$ cat config.mk
export PLATFORM = sky130hd
export DESIGN_NAME = indexed_rsh_array
export DESIGN_NICKNAME = d
export VERILOG_FILES = /design/src/rtl/indexed_rsh_pkg.sv /design/src/rtl/indexed_rsh_cell.sv /design/src/rtl/indexed_rsh_array.sv
export SDC_FILE = /design/constraint.sdc
export NUM_CORES = 1
export LEC_CHECK = 0
export BUFFER_PORTS_ARGS = -buffer_cell sky130_fd_sc_hd__buf_4
export CORE_MARGIN = 3
export CORE_UTILIZATION = 57
export DETAILED_ROUTE_END_ITERATION = 10
export PLACE_DENSITY = 0.82
export REMOVE_ABC_BUFFERS = 1
export SYNTH_ARGS = -nofsm -noshare
export SYNTH_HDL_FRONTEND = slang
export SYNTH_HIERARCHICAL = 1
export SYNTH_SLANG_ARGS = --single-unit
$ cat constraint.sdc
create_clock -name clk -period 5.5 [get_ports clk]
set_input_delay 1.1 -clock clk [delete_from_list [all_inputs] [get_ports clk]]
set_output_delay 1.1 -clock clk [all_outputs]
set_load 0.02 [all_outputs]
$ cat src/rtl/indexed_rsh_pkg.sv
// Shared opcode definitions for the indexed right-shift insertion array.
package indexed_rsh_pkg;

  localparam int OP_W = 2;

  typedef enum logic [OP_W-1:0] {
    OP_INSERT = 2'd0,
    OP_DELETE = 2'd1,
    OP_POP    = 2'd2,
    OP_CLEAR  = 2'd3
  } rsh_op_e;

endpackage

$ cat src/rtl/indexed_rsh_cell.sv
// One slot of the insertion array: holds, shifts right, loads the insert
// word, shifts left or clears depending on opcode and its position vs p.
module indexed_rsh_cell
  import indexed_rsh_pkg::*;
#(
  parameter int DATA_W = 32,
  parameter int IDX_W  = 3,
  parameter int SLOT   = 0
) (
  input  logic              clk,
  input  logic              rst_n,
  input  logic              i_en,
  input  logic [OP_W-1:0]   i_op,
  input  logic [IDX_W-1:0]  i_p,
  input  logic [DATA_W-1:0] i_left,
  input  logic [DATA_W-1:0] i_right,
  input  logic [DATA_W-1:0] i_data,
  output logic [DATA_W-1:0] o_q
);

  localparam logic [IDX_W-1:0] SLOT_IDX = IDX_W'(SLOT);

  logic [DATA_W-1:0] r_q;
  logic [DATA_W-1:0] w_nxt;
  rsh_op_e           w_op;

  assign w_op = rsh_op_e'(i_op);
  assign o_q  = r_q;

  // Select the next slot value from its neighbours, the insert word or zero.
  always_comb begin
    w_nxt = r_q;
    if (i_en) begin
      case (w_op)
        OP_INSERT: begin
          if (SLOT_IDX > i_p)       w_nxt = i_left;
          else if (SLOT_IDX == i_p) w_nxt = i_data;
        end
        OP_DELETE, OP_POP: begin
          if (SLOT_IDX >= i_p) w_nxt = i_right;
        end
        OP_CLEAR: w_nxt = '0;
        default:  w_nxt = r_q;
      endcase
    end
  end

  // Slot register; empty slots always read as zero, including after reset.
  always_ff @(posedge clk or negedge rst_n) begin
    if (!rst_n) r_q <= '0;
    else        r_q <= w_nxt;
  end

endmodule

$ cat src/rtl/indexed_rsh_array.sv
// Ordered insertion array with indexed insert/delete, head pop and clear.
// Optional build macro INDEXED_RSH_SORTED_INS_EN: INSERT ignores cmd_idx and
// places the word after all entries that are <= it (stable ascending order).
module indexed_rsh_array
  import indexed_rsh_pkg::*;
#(
  parameter int DATA_W = 32,
  parameter int DEPTH  = 8,
  parameter int IDX_W  = $clog2(DEPTH),
  parameter int CNT_W  = $clog2(DEPTH+1)
) (
  input  logic                    clk,
  input  logic                    rst_n,
  input  logic                    cmd_valid,
  output logic                    cmd_ready,
  input  logic [OP_W-1:0]         cmd_op,
  input  logic [IDX_W-1:0]        cmd_idx,
  input  logic [DATA_W-1:0]       cmd_data,
  output logic                    out_valid,
  input  logic                    out_ready,
  output logic [DATA_W-1:0]       out_data,
  output logic [DEPTH*DATA_W-1:0] arr_data,
  output logic [CNT_W-1:0]        count,
  output logic                    full,
  output logic                    empty,
  output logic                    err
);

  localparam logic [CNT_W-1:0] DEPTH_C = CNT_W'(DEPTH);

  logic [CNT_W-1:0]  r_count;
  logic              r_out_valid;
  logic [DATA_W-1:0] r_out_data;
  logic              r_err;

  logic [DATA_W-1:0] w_slot [DEPTH];
  rsh_op_e           w_op;
  logic              w_acc;
  logic              w_legal;
  logic              w_do;
  logic [CNT_W-1:0]  w_idx_ext;
  logic [IDX_W-1:0]  w_ins_p;
  logic [IDX_W-1:0]  w_p;

  assign w_op      = rsh_op_e'(cmd_op);
  assign cmd_ready = !r_out_valid || out_ready;
  assign w_acc     = cmd_valid && cmd_ready;
  assign w_do      = w_acc && w_legal;
  assign w_idx_ext = CNT_W'(cmd_idx);

  assign count     = r_count;
  assign full      = (r_count == DEPTH_C);
  assign empty     = (r_count == '0);
  assign out_valid = r_out_valid;
  assign out_data  = r_out_data;
  assign err       = r_err;

`ifdef INDEXED_RSH_SORTED_INS_EN
  logic [DEPTH-1:0] w_gt;

  // Insert position is the first occupied slot strictly greater than the word.
  always_comb begin
    w_ins_p = r_count[IDX_W-1:0];
    for (int i = 0; i < DEPTH; i++)
      w_gt[i] = (CNT_W'(i) < r_count) && (w_slot[i] > cmd_data);
    for (int i = DEPTH-1; i >= 0; i--)
      if (w_gt[i]) w_ins_p = IDX_W'(i);
  end
`else
  // Insert position is the requested index clamped to the end of the list.
  always_comb begin
    w_ins_p = cmd_idx;
    if (w_idx_ext >= r_count) w_ins_p = r_count[IDX_W-1:0];
  end
`endif

  // Shift pivot and legality of the presented command.
  always_comb begin
    w_p     = '0;
    w_legal = 1'b1;
    case (w_op)
      OP_INSERT: begin
        w_p     = w_ins_p;
        w_legal = (r_count != DEPTH_C);
      end
      OP_DELETE: begin
        w_p     = cmd_idx;
        w_legal = (w_idx_ext < r_count);
      end
      OP_POP:   w_legal = (r_count != '0);
      default:  w_legal = 1'b1;
    endcase
  end

  for (genvar g = 0; g < DEPTH; g++) begin : g_slot
    logic [DATA_W-1:0] w_left;
    logic [DATA_W-1:0] w_right;
    if (g == 0) begin : g_first
      assign w_left = '0;
    end else begin : g_mid_l
      assign w_left = w_slot[g-1];
    end
    if (g == DEPTH-1) begin : g_last
      assign w_right = '0;
    end else begin : g_mid_r
      assign w_right = w_slot[g+1];
    end

    indexed_rsh_cell #(
      .DATA_W (DATA_W),
      .IDX_W  (IDX_W),
      .SLOT   (g)
    ) u_cell (
      .clk     (clk),
      .rst_n   (rst_n),
      .i_en    (w_do),
      .i_op    (cmd_op),
      .i_p     (w_p),
      .i_left  (w_left),
      .i_right (w_right),
      .i_data  (cmd_data),
      .o_q     (w_slot[g])
    );

    assign arr_data[g*DATA_W +: DATA_W] = w_slot[g];
  end

  // Occupancy tracks every legal accepted command; err flags illegal ones.
  always_ff @(posedge clk or negedge rst_n) begin
    if (!rst_n) begin
      r_count <= '0;
      r_err   <= 1'b0;
    end else begin
      r_err <= w_acc && !w_legal;
      if (w_do) begin
        case (w_op)
          OP_INSERT:         r_count <= r_count + 1'b1;
          OP_DELETE, OP_POP: r_count <= r_count - 1'b1;
          default:           r_count <= '0;
        endcase
      end
    end
  end

  // Output register: a POP reloads it, otherwise it drains on out_ready.
  always_ff @(posedge clk or negedge rst_n) begin
    if (!rst_n) begin
      r_out_valid <= 1'b0;
      r_out_data  <= '0;
    end else if (w_do && (w_op == OP_POP)) begin
      r_out_valid <= 1'b1;
      r_out_data  <= w_slot[0];
    end else if (out_ready) begin
      r_out_valid <= 1'b0;
    end
  end

endmodule

==> results of run 1 <==
layer usage:
| metal | track usage | vias to the layer above |
|---|---|---|
| li1 | - | 6422 |
| met1 | 0.473 | 7317 |
| met2 | 0.479 | 717 |
| met3 | 0.0452 | 114 |
| met4 | 0.104 | 0 |
| met5 | 0 | - |
worst max-delay path, stage by stage:
cell	delay (ps)
buf_4	120
ha_1	290
nor2b_1	150
o211a_1	220
o21ai_1	370
nand2_1	190
inv_4	320
buf_4	530
nand2_1	810
o221ai_1	450
power breakdown:
group	internal [mW]	switching, mW	total (mW)
combinational	2.96	3.21	6.17
sequential	3.09	1.40	4.49
clock	1.35	0.902	2.25
metrics by stage:
stage                     hold slack (ps)  std cells  total power, mW  instance area [sq um]
final                                 480       2276             12.9                  21800
after global routing                  502       2275             13.5                  21800
after CTS                             488       2275             12.9                  21800
after detailed placement              476       2216             10.6                  20700
after global placement                468       2216             10.4                  20700
after floorplan                       610       1453             7.86                  17400
synthesized netlist by cell type, drive strengths merged, types with 2 or more instances:
library cell and number:
o21a 2, nand4 96, nand2 77, and3 2
o21ai 38, inv 154, mux2i 131, buf 94
a221o 64, nand4b 3, nor3 2, o211ai 5
nor2b 38, nand3 39, clkbuf 53, and3b 64
nand2b 2, o221ai 129, ha 25, a21o 4
nor2 7, a22o 31, o2bb2ai 2, a21oi 4
and2 6, dfrtp 294, mux2 191
registers in the layout (all words and copies together), names as in the netlist:
| signal | cells |
|---|---|
| g_slot.u_cell/o_q | 256 |
| out_valid | 1 |
| count | 4 |
| out_data | 32 |
| err | 1 |
final timing paths:
check                      slack [ps]                        to
hold reg to reg                   480              out_data[26]
hold / removal                    480              out_data[26]
setup reg to reg                 1320  g_slot[7].u_cell/o_q[27]
max in group asynchronous        3700  g_slot[5].u_cell/o_q[15]
setup / recovery                 1300  g_slot[7].u_cell/o_q[27]
min in group asynchronous         650  g_slot[7].u_cell/o_q[29]
area by class of cell:
class / instances / share of cell area
sequential: 294 / 0.337
clock buffer: 52 / 0.0477
tap: 396 / 0.0227
inverter: 154 / 0.0266
clock inverter: 7 / 0.00275
antenna: 1 / 0.000115
multi-input combinational: 1005 / 0.436
timing repair buffer: 367 / 0.127
logic make-up after synthesis:
logic type / count (synthesis) / synth area share
AOI/OAI and AO/OA: 285 / 0.165
xor gates and xnor gates: 2 / 0.000958
other: 1 / 0.000205
and+or+nand+nor: 338 / 0.114
adders and majority gates: 26 / 0.0182
muxes: 322 / 0.214
buffers and inverters: 301 / 0.0855
DFF: 294 / 0.402
==> impl_metrics.env, run 1 <==
export IMPL_max_cap_violations=0
export IMPL_place_gp_congestion=0.901
export IMPL_cts_hold_buffers=0
export IMPL_wirelength_um=55800
export IMPL_finalSetupViolCount=0
export IMPL_yosysWarnings=6
export IMPL_crit_type="input pin to register"
export IMPL_post_route_period_util=0.764
export IMPL_drt_iter0_drc=1456
export IMPL_coreArea_sq_um=31100
export IMPL_clkLatencyLatePin_ps=510
export IMPL_start_kind="input pin"
export IMPL_cts_clk_slew_worst_paths_ps=60
export IMPL_grt_use_total=0.317
export IMPL_layout_common_cells="buf_4, dfrtp_1, inv_1"
export IMPL_synth_top_area_cell="dfrtp_1"
export IMPL_die_w_um=185
export IMPL_endpoint_kind="register"
export IMPL_powerDensity_nw_per_um2=591
export IMPL_rsz0062_at_grt="false"
export IMPL_overflow=0
export IMPL_via_per_inst=6.40
export IMPL_clockBufferDepth=3
export IMPL_ys_flop_type="dfrtp_1"
export IMPL_regArea_sq_um=7360
export IMPL_arrival_ps=4600
export IMPL_fin_util=0.703
export IMPL_initial_utilization=0.588
export IMPL_slew_headroom=0.0973
export IMPL_dieHeight_um=185
export IMPL_cts_tree="yes"
export IMPL_startpoint="cmd_idx[1]"
export IMPL_finalHoldViolations=0
export IMPL_fin_nets=1924
export IMPL_wl_met1_um=24400
export IMPL_wire_per_inst_um=24.5
export IMPL_ys_top_cells_by_area="dfrtp_1, mux2_4, o221ai_2"
export IMPL_grt_max_degree=108
export IMPL_worst_pin_slew_ps=1350
export IMPL_postCtsSetupBuffers=0
export IMPL_peakVddDrop_uv=308
export IMPL_finalSetupTns_ps=0
export IMPL_final_critical_path_setup_slack_ps=1300
export IMPL_outcome="finished clean"
export IMPL_syn_avg_cell_area_sq_um=11.7
export IMPL_highest_layer="met4"
export IMPL_async_flop_share=1.00
export IMPL_r2r_start="count[1]"
export IMPL_final_common_cell="buf_4"
export IMPL_grt_antenna_before_repair=0
export IMPL_hpwl_um=40000
export IMPL_required_ps=5900
export IMPL_synth_top_cell_area_share=0.402
export IMPL_ctsHtreeMaxLevel=2
export IMPL_grt_pass1_vias=14100
export IMPL_nFillCells=2290
export IMPL_die_area_sq_um=34300
export IMPL_cts_sinks=294
export IMPL_synth_edf_count=0
export IMPL_cts_resized=0
export IMPL_wl_met2_um=25000
export IMPL_synth_area_sq_um=18300
export IMPL_yosysSeqAreaShare=0.402
export IMPL_ys_types=60
export IMPL_fin_skew_ps=12.9
export IMPL_ios=338
export IMPL_synthCells=1569
export IMPL_vias=14600
export IMPL_cts_root_buf="clkbuf_16"
export IMPL_ant_nets=0
export IMPL_worstHoldStart="out_data[26]"
export IMPL_path_max_fanout=56
export IMPL_numCtsBuffers=35
export IMPL_p_leak_nw=11.0
export IMPL_area_growth_pct=19.4
export IMPL_rows=64
export IMPL_fmax_mhz=238
export IMPL_ff2ff_path_depth=10
export IMPL_min_path_cells=1
export IMPL_place_ws_ps=912
export IMPL_layout_drive_gt1_share=0.385
export IMPL_first_pass_iters=5
export IMPL_period_needed_ps=4200
export IMPL_ys_ff_latch=294
export IMPL_grt_first_pass_wirelength_um=86300
export IMPL_drc=0
export IMPL_min_path_type="register to register"
export IMPL_slew_viol_final=0
export IMPL_multiInputGateArea_sq_um=9530
export IMPL_wl_met3_um=4480
export IMPL_place_port_buffers=337
No activity file was read; power rests on OpenSTA's default activity.
==> run 2, diff against run 1 <==
==> constraint.sdc (replaced) <==
create_clock -name clk -period 4 [get_ports clk]
set_input_delay 0.8 -clock clk [delete_from_list [all_inputs] [get_ports clk]]
set_output_delay 0.8 -clock clk [all_outputs]
set_load 0.02 [all_outputs]
==> impl_metrics.env, run 2 (synthesis results as in run 1) <==
export IMPL_outcome="finished clean"
export IMPL_grt_use_total=0.313
export IMPL_grt_pass1_vias=14200
export IMPL_numCtsBuffers=34
export IMPL_place_ws_ps=10.3
export IMPL_cp_cell_sequence="inv_1, ha_1, a21o_1, a21o_1, nor2b_1, o211ai_1, buf_12, a21oi_4, buf_4, mux2i_1, o221ai_2"
export IMPL_clkLatencyLatePin_ps=510
export IMPL_place_port_buffers=337
export IMPL_cts_tree="yes"
export IMPL_powerDensity_nw_per_um2=808
export IMPL_r2r_start="count[1]"
export IMPL_endpoint_kind="register"
export IMPL_via_per_inst=6.31
export IMPL_cts_hold_buffers=0
export IMPL_wire_per_inst_um=23.8
export IMPL_start_kind="register"
export IMPL_slew_viol_final=0
export IMPL_ios=338
export IMPL_finalHoldViolations=0
export IMPL_slew_headroom=0.241
export IMPL_final_common_cell="buf_4"
export IMPL_rsz0062_at_grt="false"
export IMPL_postCtsSetupBuffers=0
export IMPL_rrSetupSlack_ps=330
export IMPL_peakVddDrop_uv=457
export IMPL_finalSetupViolCount=0
export IMPL_coreArea_sq_um=31100
export IMPL_die_area_sq_um=34300
export IMPL_die_w_um=185
export IMPL_rows=64
export IMPL_p_leak_nw=11.2
export IMPL_crit_path_max_incr_delay_ps=840
export IMPL_drt_iter0_drc=1252
export IMPL_initial_utilization=0.588
export IMPL_overflow=0
export IMPL_largest_reg_flops=256
export IMPL_layout_common_cells="buf_4, dfrtp_1, inv_1"
export IMPL_cts_root_buf="clkbuf_16"
export IMPL_min_path_type="input pin to asynchronous set/reset pin"
export IMPL_placed_area_sq_um=21000
export IMPL_grt_max_degree=120
export IMPL_first_pass_iters=5
export IMPL_period_needed_ps=3670
export IMPL_post_route_period_util=0.918
export IMPL_arrival_ps=4050
export IMPL_crit_type="register to register"
export IMPL_critPathBufInv=3
export IMPL_layout_drive_gt1_share=0.394
export IMPL_vias=14500
export IMPL_cts_clk_slew_worst_paths_ps=60
export IMPL_cp_common_cell="a21o_1"
export IMPL_place_gp_congestion=0.913
export IMPL_nFillCells=2212
export IMPL_r2r_end="g_slot[3].u_cell/o_q[4]"
export IMPL_grt_antenna_before_repair=0
export IMPL_wirelength_um=54700
export IMPL_ctsHtreeMaxLevel=2
export IMPL_path_max_fanout=26
export IMPL_fin_skew_ps=9.51
export IMPL_ff2ff_path_depth=11
export IMPL_finalPower_mw=17.9
export IMPL_final_critical_path_setup_slack_ps=328
export IMPL_fin_util=0.713
export IMPL_dieHeight_um=185
export IMPL_clockBufferDepth=3
export IMPL_crit_slowest_cell="a21oi_4"
export IMPL_area_growth_pct=21.2
export IMPL_fmax_mhz=272
export IMPL_critical_path_top_delay_family="compound AO/OA/AOI/OAI gates"
export IMPL_hpwl_um=40300
export IMPL_grt_first_pass_wirelength_um=84800
export IMPL_final_area_sq_um=22200
export IMPL_antennaDiodeCount=0
export IMPL_required_ps=4380
export IMPL_finalSetupTns_ps=0
export IMPL_cts_sinks=294
export IMPL_fin_nets=1941
export IMPL_cts_resized=0
export IMPL_drc=0
export IMPL_max_cap_violations=0
export IMPL_worst_pin_slew_ps=1140
export IMPL_ant_nets=0
[run 2: cell types whose count changed in the layout (fill, tap and decap cells not counted)]
| cell | previous run | this run |
|---|---|---|
| buf_12 | 1 | 12 |
| buf_4 | 365 | 372 |
| clkbuf_8 | 6 | 12 |
| clkbuf_1 | 9 | 4 |
| clkbuf_16 | 37 | 35 |
| bufinv_16 | 1 | 2 |
| diode_2 | 1 | 0 |
| inv_6 | 0 | 1 |
[run 2: metal layers]
metal  GRT usage  wire length (um)  up-vias
met5           0                 0        -
met4       0.133              2500        0
met3      0.0428              3850      128
met2       0.469             24500      664
met1       0.457             23900     7227
li1            -                 -     6450
[run 2: where the power goes]
group / total, mW / leakage [nW] / internal, mW / switching, mW
sequential: 6.11 / 3.94 / 4.25 / 1.86
clock: 3.20 / 0.579 / 1.95 / 1.25
combinational: 8.58 / 6.64 / 4.14 / 4.44
total: 17.9 / 11.2 / 10.3 / 7.56
[run 2: worst max path at each step]
stage	from	endpoint	cells past startpoint
floorplan	cmd_idx[0]	g_slot[1].u_cell/o_q[1]	10
global placement	cmd_idx[0]	g_slot[3].u_cell/o_q[4]	13
detailed placement	cmd_idx[0]	g_slot[3].u_cell/o_q[4]	13
CTS	count[1]	g_slot[3].u_cell/o_q[4]	11
global route	count[1]	g_slot[3].u_cell/o_q[4]	11
finish	count[1]	g_slot[3].u_cell/o_q[4]	11
[run 2: final cells by class]
class	count	area, sq um	area share
Inverter	154	581	0.0262
Multi-Input combinational cell	1005	9530	0.430
Timing Repair Buffer	385	3050	0.138
Tap cell	396	495	0.0224
Sequential cell	294	7360	0.332
Clock inverter	9	98.8	0.00446
Clock buffer	51	1060	0.0477
[run 2: metrics by stage]
stage	hold slack [ps]	cells
final	371	2294
after global routing	462	2294
after detailed placement	478	2234
after global placement	469	2234
after CTS	446	2294
after floorplan	504	1453
==> run 3, diff against run 2 <==
--- a/config.mk
+++ b/config.mk
@@ -5,11 +5,11 @@
 export SDC_FILE = /design/constraint.sdc
 export NUM_CORES = 1
 export LEC_CHECK = 0
-export BUFFER_PORTS_ARGS = -buffer_cell sky130_fd_sc_hd__buf_4
 export CORE_MARGIN = 3
-export CORE_UTILIZATION = 57
+export CORE_UTILIZATION = 63
 export DETAILED_ROUTE_END_ITERATION = 10
-export PLACE_DENSITY = 0.82
+export DONT_BUFFER_PORTS = 1
+export PLACE_DENSITY = 0.79
 export REMOVE_ABC_BUFFERS = 1
 export SYNTH_ARGS = -nofsm -noshare
 export SYNTH_HDL_FRONTEND = slang
==> impl_metrics.env, run 3 (synthesis results as in run 1) <==
export IMPL_required_ps=4360
export IMPL_start_kind="register"
export IMPL_placed_area_sq_um=18400
export IMPL_grt_first_pass_wirelength_um=79700
export IMPL_cts_root_buf="clkbuf_16"
export IMPL_p_leak_nw=9.37
export IMPL_fmax_mhz=282
export IMPL_cts_tree="yes"
export IMPL_first_pass_iters=5
export IMPL_met1_usage=0.465
export IMPL_period_needed_ps=3540
export IMPL_place_gp_congestion=0.947
export IMPL_final_area_sq_um=19600
export IMPL_grt_pass1_vias=13100
export IMPL_peakVddDrop_uv=376
export IMPL_max_cap_violations=0
export IMPL_path_max_fanout=32
export IMPL_final_common_cell="dfrtp_1"
export IMPL_clkLatencyLatePin_ps=510
export IMPL_finalHoldViolations=0
export IMPL_rows=61
export IMPL_slew_viol_final=0
export IMPL_post_route_period_util=0.885
export IMPL_die_area_sq_um=31100
export IMPL_largest_reg_flops=256
export IMPL_endpoint_kind="register"
export IMPL_ant_nets=0
export IMPL_cts_resized=0
export IMPL_vias=13300
export IMPL_cts_sinks=294
export IMPL_powerDensity_nw_per_um2=804
export IMPL_top_usage_layer="met2"
export IMPL_nFillCells=2036
export IMPL_antennaDiodeCount=0
export IMPL_initial_utilization=0.649
export IMPL_wire_per_inst_um=27.0
export IMPL_area_growth_pct=7.19
export IMPL_die_w_um=176
export IMPL_crit_path_max_incr_delay_ps=650
export IMPL_slew_headroom=0.279
export IMPL_via_per_inst=6.86
export IMPL_grt_antenna_before_repair=0
export IMPL_hpwl_um=36700
export IMPL_ios=338
export IMPL_arrival_ps=3900
export IMPL_overflow=0
export IMPL_numCtsBuffers=34
export IMPL_rsz0062_at_grt="false"
export IMPL_outcome="finished clean"
export IMPL_met2_usage=0.471
export IMPL_fin_skew_ps=8.37
export IMPL_drt_iter0_drc=1385
export IMPL_layout_drive_gt1_share=0.257
export IMPL_min_path_type="input pin to asynchronous set/reset pin"
export IMPL_dieHeight_um=176
export IMPL_finalSetupViolCount=0
export IMPL_grt_max_degree=295
export IMPL_crit_type="register to register"
export IMPL_drc=0
export IMPL_cp_cell_sequence="inv_1, ha_1, a21o_1, nor2b_1, o211ai_1, buf_12, o22ai_2, and2_4, o221ai_1"
export IMPL_ctsHtreeMaxLevel=2
export IMPL_wirelength_um=52400
export IMPL_grt_use_total=0.322
export IMPL_hold_slack_ps=22.3
export IMPL_clockBufferDepth=3
export IMPL_worst_pin_slew_ps=1080
export IMPL_cts_clk_slew_worst_paths_ps=60
export IMPL_layout_common_cells="dfrtp_1, inv_1, mux2i_1"
export IMPL_fin_nets=1603
export IMPL_coreArea_sq_um=28200
export IMPL_place_port_buffers=0
export IMPL_crit_slowest_cell="and2_4"
export IMPL_postCtsSetupBuffers=0
export IMPL_gr_usage_met3=0.0871
-- run 3: changes by cell type in the layout (fill, tap and decap cells not counted), sizes merged --
cell | before | now
bufinv | 2 | 3
dlygate4sd3 | 0 | 4
buf | 385 | 43
clkinvlp | 0 | 1
clkinv | 6 | 4
clkbuf | 51 | 50
-- run 3: worst paths after layout --
kind | start | end | slack, ps | depth (start not counted)
max | count[2] | g_slot[1].u_cell/o_q[1] | 460 | 9
min | rst_n | g_slot[4].u_cell/o_q[16] | 20 | 0
max reg2reg | count[2] | g_slot[1].u_cell/o_q[1] | 460 | 9
min reg2reg | count[1] | count[1] | 600 | 2
max in group asynchronous | rst_n | out_data[25] | 2620 | 1
min in group clk | cmd_valid | err | 410 | 2
-- run 3: final cells by class --
| class | count | area [sq um] | area share |
|---|---|---|---|
| tap | 378 | 473 | 0.0241 |
| timing repair buffer | 47 | 520 | 0.0266 |
| inverter | 154 | 583 | 0.0298 |
| clock buffer | 50 | 1010 | 0.0517 |
| sequential | 294 | 7360 | 0.375 |
| multi-input combinational | 1005 | 9530 | 0.486 |
| clock inverter | 9 | 126 | 0.00645 |
-- run 3: power by group --
group / switching [mW] / leakage, nW / internal [mW] / total (mW)
combinational: 2.11 / 4.87 / 2.55 / 4.66
sequential: 3.69 / 3.94 / 4.21 / 7.90
clock: 1.24 / 0.560 / 1.95 / 3.19
total: 7.04 / 9.37 / 8.71 / 15.8
-- run 3: critical path: cells and delay by family (launching register included) --
kind	cells	cell delay, ps
fa+ha+maj	1	320
simple gates	2	920
buf+inv	2	330
compound gates	4	1190
flops	1	600
-- run 3: layer usage --
layer | share of wire | wire [um] | vias to the layer above
met3 | 0.10 | 5340 | 112
li1 | - | - | 5781
met5 | 0 | 0 | -
met4 | 0.033 | 1750 | 0
met2 | 0.44 | 23200 | 675
met1 | 0.42 | 22100 | 6726
-- run 3: stage by stage --
| step | setup WS (ps) | setup TNS [ps] | total power [mW] | std cells | util |
|---|---|---|---|---|---|
| 6_report | 459 | 0 | 15.8 | 1937 | 0.696 |
| 5_1_grt | 192 | 0 | 16.5 | 1937 | 0.696 |
| 4_1_cts | 524 | 0 | 15.7 | 1931 | 0.693 |
| 3_5_place_dp | 205 | 0 | 12.5 | 1872 | 0.652 |
| 3_3_place_gp | 302 | 0 | 12.2 | 1872 | 0.652 |
| 2_1_floorplan | -4100 | -886070 | 10.8 | 1453 | - |
